[src/rtl/trigger_ctrl.sv]
// Threshold trigger and post-trigger capture controller feeding the acquisition FIFO.
// Optional macro TRIG_AUTO_EN compiles in the auto-mode timeout and forced trigger.
module trigger_ctrl #(
  parameter int DATA_SIZE    = 12,
  parameter int ADDR_SIZE    = 8,
  parameter int AUTO_TIMEOUT = 1024
) (
  input  logic                 clk_i,
  input  logic                 rst_i,
  input  logic [DATA_SIZE-1:0] sample_data_i,
  input  logic                 sample_valid_i,
  input  logic [DATA_SIZE-1:0] threshold_i,
  input  logic [DATA_SIZE-1:0] hysteresis_i,
  input  logic [1:0]           edge_sel_i,
  input  logic [1:0]           mode_i,
  input  logic [ADDR_SIZE:0]   post_count_i,
  input  logic                 arm_i,
  input  logic                 fifo_empty_i,
  output logic [DATA_SIZE-1:0] data_o,
  output logic                 w_en_o,
  output logic                 trigger_o,
  output logic                 done_o,
  output logic [1:0]           state_o
);

  typedef enum logic [1:0] {
    IDLE    = 2'd0,
    ARMED   = 2'd1,
    CAPTURE = 2'd2
  } state_t;

  state_t                 state_q, state_d;
  logic                   above_q, above_d;
  logic                   empty_meta_q, empty_s_q;
  logic [ADDR_SIZE-1:0]   cnt_q, cnt_d;
  logic [DATA_SIZE-1:0]   data_q, data_d;
  logic                   w_en_q, w_en_d;
  logic                   trigger_q, trigger_d;
  logic                   done_q, done_d;
  logic [DATA_SIZE-1:0]   lower_bound;
  logic [ADDR_SIZE:0]     post_m1;
  logic [ADDR_SIZE-1:0]   eff_m1;
  logic                   rise, fall, qualify, force_trig;
  state_t                 after_done;

  // Saturating lower edge of the hysteresis band; 0 means the tracker can never clear.
  always_comb begin
    lower_bound = (hysteresis_i >= threshold_i) ? '0 : threshold_i - hysteresis_i;
    above_d     = above_q;
    if (sample_valid_i) begin
      if (sample_data_i >= threshold_i)      above_d = 1'b1;
      else if (sample_data_i < lower_bound)  above_d = 1'b0;
    end
    rise = above_d & ~above_q;
    fall = ~above_d & above_q;
    case (edge_sel_i)
      2'b00:   qualify = rise;
      2'b01:   qualify = fall;
      2'b10:   qualify = rise | fall;
      default: qualify = 1'b0;
    endcase
  end

  // Remaining writes after the trigger sample: post_count clamped to [1, depth], minus one.
  always_comb begin
    post_m1 = post_count_i - 1'b1;
    if (post_count_i == '0)
      eff_m1 = '0;
    else if (post_count_i[ADDR_SIZE] && (post_count_i[ADDR_SIZE-1:0] != '0))
      eff_m1 = '1;
    else
      eff_m1 = post_m1[ADDR_SIZE-1:0];
  end

`ifdef TRIG_AUTO_EN
  localparam int TMO_W = $clog2(AUTO_TIMEOUT + 1);
  logic [TMO_W-1:0] tmo_q, tmo_d;

  always_comb begin
    tmo_d = tmo_q;
    if (state_q != ARMED)
      tmo_d = '0;
    else if (empty_s_q && (tmo_q != TMO_W'(AUTO_TIMEOUT)))
      tmo_d = tmo_q + 1'b1;
  end

  always_ff @(posedge clk_i or negedge rst_i) begin
    if (!rst_i) tmo_q <= '0;
    else        tmo_q <= tmo_d;
  end

  assign force_trig = (mode_i == 2'b10) && (tmo_q == TMO_W'(AUTO_TIMEOUT));
`else
  assign force_trig = 1'b0;
`endif

  assign after_done = (mode_i == 2'b01) ? IDLE : ARMED;

  always_comb begin
    state_d   = state_q;
    cnt_d     = cnt_q;
    data_d    = data_q;
    w_en_d    = 1'b0;
    trigger_d = 1'b0;
    done_d    = 1'b0;
    case (state_q)
      IDLE: begin
        if (arm_i) state_d = ARMED;
      end
      ARMED: begin
        if (sample_valid_i && empty_s_q && (qualify || force_trig)) begin
          w_en_d    = 1'b1;
          trigger_d = 1'b1;
          data_d    = sample_data_i;
          cnt_d     = eff_m1;
          if (eff_m1 == '0) begin
            done_d  = 1'b1;
            state_d = after_done;
          end else begin
            state_d = CAPTURE;
          end
        end
      end
      CAPTURE: begin
        if (sample_valid_i) begin
          w_en_d = 1'b1;
          data_d = sample_data_i;
          cnt_d  = cnt_q - 1'b1;
          if (cnt_q == ADDR_SIZE'(1)) begin
            done_d  = 1'b1;
            state_d = after_done;
          end
        end
      end
      default: state_d = IDLE;
    endcase
  end

  always_ff @(posedge clk_i or negedge rst_i) begin
    if (!rst_i) begin
      state_q      <= IDLE;
      above_q      <= 1'b0;
      empty_meta_q <= 1'b0;
      empty_s_q    <= 1'b0;
      cnt_q        <= '0;
      data_q       <= '0;
      w_en_q       <= 1'b0;
      trigger_q    <= 1'b0;
      done_q       <= 1'b0;
    end else begin
      state_q      <= state_d;
      above_q      <= above_d;
      empty_meta_q <= fifo_empty_i;
      empty_s_q    <= empty_meta_q;
      cnt_q        <= cnt_d;
      data_q       <= data_d;
      w_en_q       <= w_en_d;
      trigger_q    <= trigger_d;
      done_q       <= done_d;
    end
  end

  assign data_o    = data_q;
  assign w_en_o    = w_en_q;
  assign trigger_o = trigger_q;
  assign done_o    = done_q;
  assign state_o   = state_q;

endmodule

[config.mk]
export PLATFORM = sky130hd
export DESIGN_NAME = trigger_ctrl
export DESIGN_NICKNAME = d
export VERILOG_FILES = /design/src/rtl/trigger_ctrl.sv
export SDC_FILE = /design/constraint.sdc
export NUM_CORES = 1
export LEC_CHECK = 0
export ABC_AREA = 1
export CAP_MARGIN = 15
export CORE_MARGIN = 3
export CORE_UTILIZATION = 44
export CTS_CLUSTER_DIAMETER = 150
export DETAILED_ROUTE_END_ITERATION = 10
export GPL_TIMING_DRIVEN = 0
export PLACE_DENSITY = 0.77
export SLEW_MARGIN = 30
export SYNTH_ARGS = -nofsm -noshare
export SYNTH_HDL_FRONTEND = slang
export SYNTH_SLANG_ARGS = --single-unit
[constraint.sdc]
create_clock -name clk_i -period 2.7 [get_ports clk_i]
set_input_delay 0.27 -clock clk_i [delete_from_list [all_inputs] [get_ports clk_i]]
set_output_delay 0.27 -clock clk_i [all_outputs]
set_load 0.02 [all_outputs]
# Word-level counts from Yosys, hierarchy flattened
# Index checks and enable logic that the tools add are counted.
# op_classes
bitwise	5
n_mux	29
reduce_logical	11
n_lt_le_gt_ge	3
n_eq_ne	10
add_sub_neg	3
# ops
operator	count
$mux W12	3
$mux W8	4
$ge A12 B12 Y1	2
$pmux W12 S2	1
$pmux W8 S2	1
$sub A8 B1 Y8 const B	2
$lt A12 B12 Y1	1
$sub A12 B12 Y12	1
$mux W1	11
$mux W2	5
$logic_not A9 Y1	1
$eq A8 B1 Y1 const B	1
$logic_not A8 Y1	1
$ne A2 B2 Y1 const B	4
$reduce_bool A8 Y1	1
$eq A2 B1 Y1 const B	3
$pmux W2 S3	1
$eq A2 B2 Y1 const B	2
$logic_not A2 Y1	2
$pmux W1 S2	2
$reduce_and A4 Y1	1
$logic_and A1 B1 Y1	3
$pmux W1 S3	1
$reduce_and A3 Y1	1
other kinds (4)	6
# word_totals
elab_cells	70
regBits	28

# Longest topological paths before layout
# depth
word_depth	13
mapped_depth	29
mapped_depth_nobuf	28

# Worst setup path before layout
# Ideal clock, no wire load.
# synth_path
kind	input-to-reg
start	input port hysteresis_i[2]
end	register data_q[0], in the netlist data_o[0]
path_buffers	1
slack_ps	-920
arrival_time_ps	3503
path_stages	28
path_cell_list	inv_1 ha_1 nand2_1 o21ai_0 a21oi_1 nor2_1 nor2_1 o21bai_1 a21oi_1 o21bai_1 a21oi_1 o21ai_0 ha_1 a21oi_1 o21ai_0 nor3b_1 nand2_1 nand2_2 nand2_1 ha_1 a21o_1 nand2_2 nand2_2 nand2_4 nand2_4 buf_6 nand2_1 nand2_1
# synth_via
elab_chain_cells	13
elab_cells_between_ends	15
classes_between	add/sub (1); order compare (2); eq/ne (1); mux (5); bitwise (4); reduce/logical (2)
# synth_lines
item	line_no	text
from (decl)	13	input logic [DATA_SIZE-1:0] hysteresis_i,
$sub A12 B12 Y12 / $ge A12 B12 Y1 (equally long branches)	48	lower_bound = (hysteresis_i >= threshold_i) ? '0 : threshold_i - hysteresis_i;
$mux W12 *	48	
$lt A12 B12 Y1 *	52	else if (sample_data_i < lower_bound) above_d = 1'b0;
$mux W1 *	52	
$mux W1 *	51	if (sample_data_i >= threshold_i) above_d = 1'b1;
$mux W1 *	50	if (sample_valid_i) begin
$not A1 Y1	55	fall = ~above_d & above_q;
$and A1 B1 Y1	55	
$or A1 B1 Y1	59	2'b10: qualify = rise | fall;
$pmux W1 S3 *	56	case (edge_sel_i)
$logic_and A1 B1 Y1 *	111	if (sample_valid_i && empty_s_q && (qualify || force_trig)) begin
$ne A2 B2 Y1 (no line) *	n/a	
$reduce_and A3 Y1 (no line) *	n/a	
to (signal assigned)	156	data_q <= data_d;
to (decl)	36	logic [DATA_SIZE-1:0] data_q, data_d;
# Every way passes the cells marked *; elsewhere a longest branch is shown, timed or not.
# A chain may end at the register's enable or synchronous reset.

# Worst setup path in the final report
# layout_path
start	input port hysteresis_i[2]
end	register cnt_q[3]
# layout_via
elab_chain_cells	13
elab_cells_between_ends	15
classes_between	add/sub (1); order compare (2); eq/ne (1); mux (5); bitwise (4); reduce/logical (2)
# layout_lines
item	line_no	text
$sub A12 B12 Y12 / $ge A12 B12 Y1 (equally long branches)	48	
$mux W12 *	48	
$lt A12 B12 Y1 *	52	
$mux W1 *	52	
$mux W1 *	51	
$mux W1 *	50	
$not A1 Y1	55	
$and A1 B1 Y1	55	
$or A1 B1 Y1	59	
$pmux W1 S3 *	56	
$logic_and A1 B1 Y1 *	111	
$ne A2 B2 Y1 (no line) *	n/a	
$reduce_and A3 Y1 (no line) *	n/a	
to (signal assigned)	155	cnt_q <= cnt_d;
to (decl)	35	logic [ADDR_SIZE-1:0] cnt_q, cnt_d;
# Marked as above.

==> impl_metrics.tcl <==
set metrics [dict create \
    synth_area_um2 2930 \
    ys_warn_count 0 \
    cp_data_required_time_ns 2.87 \
    cts_buffer_depth 2 \
    htree_levels 1 \
    dp.final_hpwl_um 6180 \
    synth_area_leaders "dfrtp_1, ha_1, nand2_1" \
    peakVddDrop_uv 575 \
    crit_path_frequent_cell "nand2_1" \
    seq_area_frac_synth 0.239 \
    critPathMaxStageDelay_ns 0.30 \
    core_area_um2 6390 \
    outcome "finished with violations" \
    fin_crit_sh 1.39 \
    wl_per_cell_um 14.1 \
    crit_path_end_kind "flip-flop" \
    leakage_uw 0.00222 \
    hold_viol_final 1 \
    die_h_um 87.6 \
    p_total_uw 3100 \
    hold_path_class "primary input to async pin" \
    yosysTopAreaCellShare 0.239 \
    synthFlopType "dfrtp_1" \
    skew_ns 0.00136 \
    die_area_um2 7670 \
    cts_sinks 28 \
    crit_buf_inv 3 \
    slew_headroom 0.594 \
    final.min_clock_period_ns 3.75 \
    fmax_mhz 266 \
    grt_use_total 0.221 \
    worstMarginPinSlew_ns 0.610 \
    area_delta_synth_final_pct 51.4 \
    placed_area_um2 3860 \
    vias 3326 \
    synth_edf_count 0 \
    ys_ff_latch 28 \
    antenna_found_initial 0 \
    synth_most_common_cell "nand2_1" \
    crit_family "simple AND/OR/NAND/NOR gates" \
    violations "negative hold slack, negative setup slack" \
    grt_pass1_vias 3212 \
    fin_tns_setup_ns -25.85 \
    path_max_fanout 6 \
    drv_cap 0 \
    yosysTopAreaCell "dfrtp_1" \
    synth_common_cells "nand2_1, inv_1, ha_1" \
    clk_latency_ns 0.27 \
    grt_max_degree 29 \
    async_reset_ff_frac 1.00 \
    syn_nets 530 \
    pre_cts_slack_ns -1.82 \
    start_kind "primary input" \
    grt_pass1_wl_um 13900 \
    rsz0062_at_grt "yes" \
    stdcell_area_um2 4430 \
    cts_tree "built" \
    clkTransAtPathRegs_ns 0.09 \
    grt_overflow_total 0 \
    wirelength_um 8650 \
    setup_ws_ns -1.05 \
    initialDrtViolationCount 117 \
    hold-worst-slack_ns -0.0000705 \
    gp_congestion 0.841 \
    drc_errors 0 \
    num-nets-final 635 \
    drt_first_pass_iters 6 \
    p_per_area_nw_per_um2 700 \
    syn_area_per_cell_um2 6.77 \
    slew_violations 0 \
    die_w_um 87.6 \
    path_class "primary input to flip-flop" \
    postRouteAntennaNets 0 \
    worst_path_max_delay_cell "ha_4" \
    vias_per_cell 5.43 \
    ctsRootBufferMaster "clkbuf_8" \
    fp-row-count 29 \
    io_buffers 70 \
    diodes 0 \
    drive_gt1_frac 0.286 \
    synth_cell_type_count 32 \
    synthCells 432 \
    cts_made_buffers 3 \
    ioPinCount 71 \
    cp.arrival_ns 3.92 \
    initial_core_util 0.458 \
    setup_viol 26 \
]
worst register-to-register path, stage by stage (launching register included):
cell and delay (ns):
dfrtp_1 0.45, inv_1 0.09, ha_1 0.25, clkinv_1 0.18, nor2_1 0.06, nor2_1 0.27
clkbuf_1 0.43, nand3_1 0.17, nand2_1 0.11
cells by family after synthesis:
| group | count (synthesis) | share of synthesized area |
|---|---|---|
| buffers and inverters | 70 | 0.100 |
| AO/OA/AOI/OAI | 66 | 0.123 |
| XOR/XNOR | 7 | 0.0209 |
| flip-flops | 28 | 0.239 |
| adder cells (fa/ha/maj) | 44 | 0.191 |
| AND/OR/NAND/NOR | 217 | 0.326 |
area by class of cell:
class                      instances  area (um2)
multi-input combinational        334        2360
tap                               77        96.3
fill                             524        1950
clock buffer                       3        41.3
timing repair buffer             100         931
buffer                             7        56.3
sequential                        28         701
inverter                          63         246
what timing repair did:
item                                    4_1_cts  5_1_grt
hold buffers                                  0        0
buffers inserted                             24        7
cloned                                        2        0
pin swaps                                    43       41
endpoints found under the setup margin       26       26
gates resized for setup                      96       54
routing by layer:
layer  vias up  global-route usage  part of all wire
met5         -                   0                 0
met4         0              0.0767             0.022
met3        21              0.0198             0.061
met2       135               0.407              0.52
met1      1554               0.267              0.40
li1       1616                   -                 -
state kept, by name (all words and copies together), names as in the netlist:
name          cells
above_q           1
w_en_o            1
empty_s_q         1
data_o           12
empty_meta_q      1
state_o           2
done_o            1
trigger_o         1
cnt_q             8
per-stage QoR:
| step | instances | util |
|---|---|---|
| detailed placement | 579 | 0.604 |
| global placement | 579 | 0.605 |
| CTS | 606 | 0.668 |
| global route | 612 | 0.694 |
| floorplan | 432 | - |
| finish | 612 | 0.694 |
power by group:
group | internal (uW) | switching, uW | leakage, uW | total, uW
Combinational | 943 | 1170 | 0.00185 | 2110
Clock | 100 | 120 | 0.0000216 | 220
Sequential | 600 | 173 | 0.000345 | 773
cells in the final DEF (no fill, tap or decap), types with 4 or more instances in the layout:
master / instances
a21oi_1: 20
a21oi_2: 14
buf_2: 5
buf_4: 23
buf_6: 13
clkbuf_2: 4
clkdlybuf4s50_1: 45
dfrtp_1: 28
dlymetal6s2s_1: 8
ha_1: 30
ha_4: 13
inv_1: 48
inv_2: 12
nand2_1: 89
nand2_2: 29
nand2_4: 9
nand3_1: 32
nand3_2: 7
nand4_1: 5
nor2_1: 28
nor2_4: 4
nor3_1: 4
o21ai_0: 14
o21ai_1: 4
xnor2_1: 4
final timing paths:
| kind | start | to | slack, ns | cells past startpoint |
|---|---|---|---|---|
| max | hysteresis_i[2] | cnt_q[3] | -1.05 | 29 |
| min | rst_i | cnt_q[3] | -0.00007 | 1 |
| max reg2reg | state_o[0] | cnt_q[7] | 0.63 | 8 |
| min reg2reg | empty_meta_q | empty_s_q | 0.36 | 0 |
| max in group asynchronous | rst_i | empty_s_q | 2.30 | 1 |
| min in group clk_i | empty_meta_q | empty_s_q | 0.36 | 0 |
No activity file was read; power rests on OpenSTA's default activity.
